==> config.mk <==
export PLATFORM = sky130hd
export DESIGN_NAME = ram_ss_bridge
export DESIGN_NICKNAME = d
export VERILOG_FILES = /design/src/rtl/ram_ss_bridge.sv
export SDC_FILE = /design/constraint.sdc
export NUM_CORES = 1
export LEC_CHECK = 0
export ABC_CLOCK_PERIOD_IN_PS = 3700
export BUFFER_PORTS_ARGS = -buffer_cell sky130_fd_sc_hd__clkbuf_2
export CORE_AREA = 2 2 106 108
export DETAILED_ROUTE_END_ITERATION = 8
export DIE_AREA = 0 0 108 110
export PLACE_DENSITY = 0.49
export SLEW_MARGIN = 10
export SYNTH_ARGS = -nofsm -noshare
export SYNTH_HDL_FRONTEND = slang
export SYNTH_SLANG_ARGS = --single-unit
==> constraint.sdc <==
create_clock -name clk -period 3.7 [get_ports clk]
set_input_delay 0.185 -clock clk [delete_from_list [all_inputs] [get_ports clk]]
set_output_delay 0.185 -clock clk [all_outputs]
set_load 0.03 [all_outputs]
==> src/rtl/ram_ss_bridge.sv <==
// Savestate bridge: muxes a 64-bit-beat savestate bus onto a byte-enabled RAM
// shared with a core port, stalling the core while the savestate bus owns it.
module ram_ss_bridge #(
    parameter int unsigned WIDTH        = 16,
    parameter int unsigned WIDTHAD      = 10,
    parameter int unsigned READ_LATENCY = 1
) (
    input  logic                 clk,
    input  logic                 reset,
    input  logic [WIDTHAD-1:0]   core_addr,
    input  logic [WIDTH-1:0]     core_data,
    input  logic [WIDTH/8-1:0]   core_be,
    input  logic                 core_we,
    output logic                 core_stall,
    output logic [WIDTHAD-1:0]   ram_addr,
    output logic [WIDTH-1:0]     ram_data,
    output logic [WIDTH/8-1:0]   ram_be,
    output logic                 ram_we,
    input  logic [WIDTH-1:0]     ram_q,
    input  logic                 ss_sel,
    input  logic                 ss_read,
    input  logic                 ss_write,
    input  logic [31:0]          ss_addr,
    input  logic [63:0]          ss_data,
    output logic                 ss_ack,
    output logic [63:0]          ss_q,
    output logic [31:0]          ss_size,
    output logic [1:0]           ss_width
);

    localparam int unsigned NB    = WIDTH / 8;
    localparam int unsigned BW    = (WIDTH > 64) ? 64 : WIDTH;
    localparam int unsigned BL    = BW / 8;
    localparam int unsigned BEATS = WIDTH / BW;
    localparam int unsigned BB    = $clog2(BEATS);
    localparam int unsigned BBW   = (BB == 0) ? 1 : BB;
    localparam int unsigned CW    = 2;
    localparam logic [CW-1:0] CNT_INIT = CW'(READ_LATENCY - 1);

    typedef enum logic [1:0] {
        S_IDLE,
        S_RD_WAIT,
        S_HOLD
    } state_t;

    state_t              state;
    state_t              state_next;
    logic [CW-1:0]       cnt;
    logic                ack_set;
    logic                q_load;
    logic                cnt_load;
    logic [BBW-1:0]      beat;
    logic [WIDTHAD-1:0]  word_addr;
    logic [WIDTH-1:0]    ss_wdata;
    logic [NB-1:0]       ss_be;
    logic [BW-1:0]       beat_q;
    logic                unused_ss;

    assign ss_size   = 32'(BEATS) << WIDTHAD;
    assign ss_width  = 2'($clog2(BL));
    assign word_addr = ss_addr[BB +: WIDTHAD];
    assign ss_wdata  = {BEATS{ss_data[BW-1:0]}};
    assign unused_ss = ^{ss_addr, ss_data};

    generate
        if (BB == 0) begin : g_single_beat
            assign beat = '0;
        end else begin : g_multi_beat
            assign beat = ss_addr[BBW-1:0];
        end
    endgenerate

    // Per-beat lane enables and read-beat select
    always_comb begin
        ss_be  = '0;
        beat_q = '0;
        for (int j = 0; j < int'(BEATS); j++) begin
            if (beat == BBW'(j)) begin
                ss_be[j*BL +: BL] = '1;
                beat_q            = ram_q[j*BW +: BW];
            end
        end
    end

    always_ff @(posedge clk or posedge reset) begin
        if (reset) begin
            state <= S_IDLE;
        end else begin
            state <= state_next;
        end
    end

    always_comb begin
        state_next = state;
        case (state)
            S_IDLE: begin
                if (ss_sel && ss_write) begin
                    state_next = S_HOLD;
                end else if (ss_sel && ss_read) begin
                    state_next = S_RD_WAIT;
                end
            end
            S_RD_WAIT: begin
                if (!ss_sel) begin
                    state_next = S_IDLE;
                end else if (cnt == '0) begin
                    state_next = S_HOLD;
                end
            end
            S_HOLD: begin
                // One access per request: wait for the master to drop it
                if (!ss_sel || (!ss_read && !ss_write)) begin
                    state_next = S_IDLE;
                end
            end
            default: state_next = S_IDLE;
        endcase
    end

    always_comb begin
        core_stall = ss_sel;
        ram_addr   = core_addr;
        ram_data   = core_data;
        ram_be     = core_be;
        ram_we     = core_we;
        ack_set    = 1'b0;
        q_load     = 1'b0;
        cnt_load   = 1'b0;
        if (ss_sel) begin
            ram_addr = word_addr;
            ram_data = ss_wdata;
            ram_be   = ss_be;
            ram_we   = ss_write && (state == S_IDLE);
        end
        case (state)
            S_IDLE: begin
                if (ss_sel && ss_write) begin
                    ack_set = 1'b1;
                end else if (ss_sel && ss_read) begin
                    cnt_load = 1'b1;
                end
            end
            S_RD_WAIT: begin
                if (ss_sel && (cnt == '0)) begin
                    ack_set = 1'b1;
                    q_load  = 1'b1;
                end
            end
            default: ;
        endcase
    end

    // Ack pulse, read-beat capture and read-latency countdown
    always_ff @(posedge clk or posedge reset) begin
        if (reset) begin
            ss_ack <= 1'b0;
            ss_q   <= '0;
            cnt    <= '0;
        end else begin
            ss_ack <= ack_set;
            if (q_load) begin
                ss_q <= 64'(beat_q);
            end
            if (cnt_load) begin
                cnt <= CNT_INIT;
            end else if ((state == S_RD_WAIT) && (cnt != '0)) begin
                cnt <= cnt - CW'(1);
            end
        end
    end

endmodule

# --- Yosys cells after proc, flatten, opt, wreduce, memory -nomap -nowiden ---
# Cells that the tools add are included.
word_totals:
  regBits: 21
  input_bits: 146
  out_inout_bits: 129
  word_cells: 44
op_classes:
  add_sub_neg: 1
  eq_ne: 5
  muxes: 19
  reduce_logical: 15
ops:
  columns: ["cell", "n"]
  rows:
  - ["16-bit 2-to-1 mux", 1]
  - ["2-bit 2-to-1 mux", 8]
  - ["10-bit 2-to-1 mux", 1]
  - ["1-bit 2-to-1 mux", 7]
  - ["1-bit logical AND", 6]
  - ["2-bit case mux with 3 select lines", 1]
  - ["2-bit zero test", 2]
  - ["2-bit nonzero test", 2]
  - ["1-bit zero test", 3]
  - ["3-bit by 1-bit != test with 1-bit output (second input constant)", 1]
  - ["3-bit != test (second input constant)", 1]
  - ["3-bit AND reduction", 1]
  - ["2-bit by 1-bit == test with 1-bit output (second input constant)", 1]
  - ["2-bit == test (second input constant)", 1]
  - ["2-bit != test (second input constant)", 1]
  - ["1-bit case mux with 2 select lines", 1]
  - ["2-bit by 1-bit subtractor with 2-bit output (second input constant)", 1]
  - ["1-bit logical OR", 1]

# --- Logic depth before layout (Yosys ltp) ---
logic_depth:
  depth_word: 5
  ltp_mapped: 7
  mapped_depth_nobuf: 5

# --- Worst setup path before layout ---
# Ideal clock, no wire load.
synth_timing:
  path_type: "register -> register"
  from: "reg cnt[0]"
  to: "reg ss_q[0]"
  setup_time_ns: 0.125
  arrival_ns: 1.432
  required_time_ns: 3.575
  path_slack_ns: 2.143
  stages_incl_launch_ff: 8
  n_path_buf: 2
  synth_period_minus_slack_ns: 1.557
  cell_sequence: "dfrtp_1 > inv_1 > ha_1 > nand2_1 > or2_1 > buf_6 > buf_6 > mux2_4"
synth_between:
  elab_chain_len: 4
synth_lines:
  columns: ["item", "line", "rtl"]
  rows:
  - ["start, declared", "48", "logic [CW-1:0] cnt;"]
  - ["start signal, assigned", "167", "cnt <= cnt - CW'(1);"]
  - ["2-bit zero test", "144", "if (ss_sel && (cnt == '0)) begin"]
  - ["1-bit logical AND", "144", null]
  - ["1-bit 2-to-1 mux", "144", null]
  - ["1-bit 2-to-1 mux", "135", "case (state)"]
  - ["end signal, assigned", "162", "ss_q <= 64'(beat_q);"]
  - ["end, declared", "26", "output logic [63:0] ss_q,"]
# Every way passes these cells.
# A chain may end at the register's enable or synchronous reset.

# --- Worst setup path after layout ---
layout_timing:
  from: "reg cnt[0]"
  to: "reg ss_q[1]"
# The elaborated chain is that of the path after synthesis.

==> run metrics <==
status=completed; Critical Path Source=cnt[0]$_DFFE_PP0P_; crit path kind=flop to flop; Die W=around 110 µm; CP Capture Type=flop; sequential fraction of the synthesis area=0.283; clock share of power=0.119; logic gate share of total power=0.571; Worst-Margin Slew=slightly below 0.9 ns; port bufs=about 120; skew final=0.00187 ns; Mean Syn Cell Area=~10 µm²; CTS tree=done; Initial DRC Count=12; cell-internal power=roughly 0.00065 W; diode count=0; Total Wirelength=between 4000 and 5000 µm; Max Cap Viol=0; Synth Register Bits=21; Via density=between 3 and 4; Via Count=about 1.4k; share of layout cells above drive strength 1=0.579; final hold vios=0; post-CTS resize count=0; CP cell instances=inv_1 -> ha_1 -> nand2_1 -> or2_1 -> mux2_2; total grt overflow=0; Mapped Area=around 1900 µm²; Distinct cells, synth=21; DRC Markers=0; data arrival time of the critical path=roughly 2.1 ns; Worst slew margin=0.420; cell with the most instances after synthesis=buf_4; unrepaired setup endpoints after global routing=no; crit path max-delay cell type=or2_1; HPWL Detailed=between 3000 and 4000 µm; sw power=roughly 0.0006 W; Pwr Density=527 nW/µm²; Core Region=10,700 µm²; Die Area=between 10,000 and 15,000 µm²; top cell type's share of synthesized area=0.336; DR WL/cell=slightly above 9 µm; Clock Sinks=21; final setup violating endpoints=0; required time of the critical path=between 3 and 4 ns; Final min period=1.95 ns; Worst-Skew Late Latency=0.25 ns; Starting Density=0.173; Post-CTS Setup Inserts=0; VDD IR-drop max=about 0.21 mV; Tcrit/Tclk final=0.528; IO Count=about 280; pin count of the biggest net entering global routing=32; CTS root buf=clkbuf_8; critical path's largest stage delay=0.69 ns; number of synthesized flops with an enable pin=0; site row count=38; worst path bufs/invs=1; Total GRT Usage=0.0544; CTS clock-pin slew for the worst setup and hold paths=roughly 0.07 ns; worst flop-to-flop path startpoint=cnt[0]$_DFFE_PP0P_; area leader, netlist=buf_4; Setup TNS=0 ns; Layout Area Growth over Synthesis=26.0%; CTS Buf Count=3; Fmax=between 500 and 600 MHz; max-slew violation count=0; first-pass GRT wire length=between 5000 and 6000 µm; ys flop type=dfrtp_1; ranking of synthesized cells by area=buf_4, dfrtp_1, mux2_2; Static Leak=1.34 nW; Switching Share=0.474; Synth warnings=0; CP startpoint kind=flop; placed cell areas=around 2300 µm²; worst-path maximum fanout=16; Hold Crit Class=input port to async pin; antenna violations before repair=0; Fillers=about 1.2k; gpl congestion=0.670; Longest Clk Path Bufs=2; Nets=~450; Post-CTS Hold Fix Bufs=0; number of global-route vias before repair=between 1k and 1.5k; CP delay by family, top=simple AND/OR/NAND/NOR gates; top cells by count, synth=buf_4, mux2_2, dfrtp_1; sequential power share=0.310; Pre-antenna DRT Iters=3; Die Span Y=110 µm; post-layout instance area=2340 µm²; synthesized netlist cell count=178; H-tree depth=1; final antenna-violating net count=0; Async S/R FF share, synth=1.00
==> final timing paths <==
path                                        end  slack, ns  cells after the start
min in group clk           ss_q[12]$_DFFE_PP0P_       0.16                      2
min reg2reg                 ss_q[2]$_DFFE_PP0P_       0.51                      1
max                         ss_q[1]$_DFFE_PP0P_       1.75                      5
min                         ss_q[2]$_DFFE_PP0P_       0.06                      2
max in group asynchronous  ss_q[10]$_DFFE_PP0P_       3.15                      2
max reg2reg                 ss_q[1]$_DFFE_PP0P_       1.75                      5
==> kinds of logic (layout without fill, tap and decap cells) <==
| family | after synthesis | after routing | share of synthesized area |
|---|---|---|---|
| muxes | 43 | 43 | 0.281 |
| xor gates and xnor gates | 1 | 1 | 0.00472 |
| and+or+nand+nor | 14 | 14 | 0.0445 |
| other | 2 | 82 | 0.00405 |
| adders and majority gates | 1 | 1 | 0.00674 |
| buffers and inverters | 91 | 130 | 0.360 |
| AOI/OAI and AO/OA | 5 | 5 | 0.0155 |
| DFF | 21 | 21 | 0.283 |
==> registers in the layout, summed over array words and instances, names as in the netlist <==
name and cells:
ss_ack 1, ss_q 16, state 2, cnt 2
==> power by group through the flow <==
stage,sequential [W],clock (W),combinational (W)
after CTS,0.000383,0.000154,0.000711
final,0.000381,0.000147,0.000704
after global routing,0.000394,0.000167,0.000749
after global placement,0.000384,0,0.000703
after floorplan,0.000565,0,0.000413
after detailed placement,0.000386,0,0.000710
==> final cells by class <==
cell class,count,area [µm²],share of cell area
clock buffers,4,45.0,0.0193
inverters,3,11.3,0.00482
multi-input cells,146,962,0.412
flip-flops and latches,21,526,0.225
well taps,140,175,0.0749
repair buffers,123,618,0.264
==> per-layer routing <==
layer,vias to the layer above,GRT usage,share of wire
met5,-,0,0
met4,0,0.0192,0.0083
met3,2,0.00882,0.090
met2,90,0.100,0.55
met1,623,0.0637,0.35
li1,656,-,-
==> per-stage QoR <==
| step | hold WS (ns) | power [W] | setup slack (ns) | instances | util |
|---|---|---|---|---|---|
| after floorplan | 0.162 | 0.000978 | 2.14 | 258 | - |
| after global placement | 0.367 | 0.00109 | 1.74 | 433 | 0.214 |
| after detailed placement | 0.362 | 0.00110 | 1.70 | 433 | 0.214 |
| after CTS | 0.0819 | 0.00125 | 1.70 | 437 | 0.218 |
| after global routing | 0.127 | 0.00131 | 1.61 | 437 | 0.218 |
| final | 0.0563 | 0.00123 | 1.75 | 437 | 0.218 |
==> cells in the final DEF, fill, tap and decap left out, types with 2 or more instances in the layout <==
cell / instances
a21oi_1: 3
clkbuf_2: 122
clkbuf_8: 3
conb_1: 82
dfrtp_1: 21
inv_1: 3
mux2_2: 33
mux2_4: 10
nand2b_1: 3
nor2_1: 3
nor3b_1: 2
or2_2: 2
==> worst register-to-register path, stage by stage, from the launching register on <==
cell and delay, ns:
dfrtp_1 0.37, inv_1 0.05, ha_1 0.21, nand2_1 0.11, or2_1 0.69, mux2_2 0.42
(Power assumes the default switching activity.)
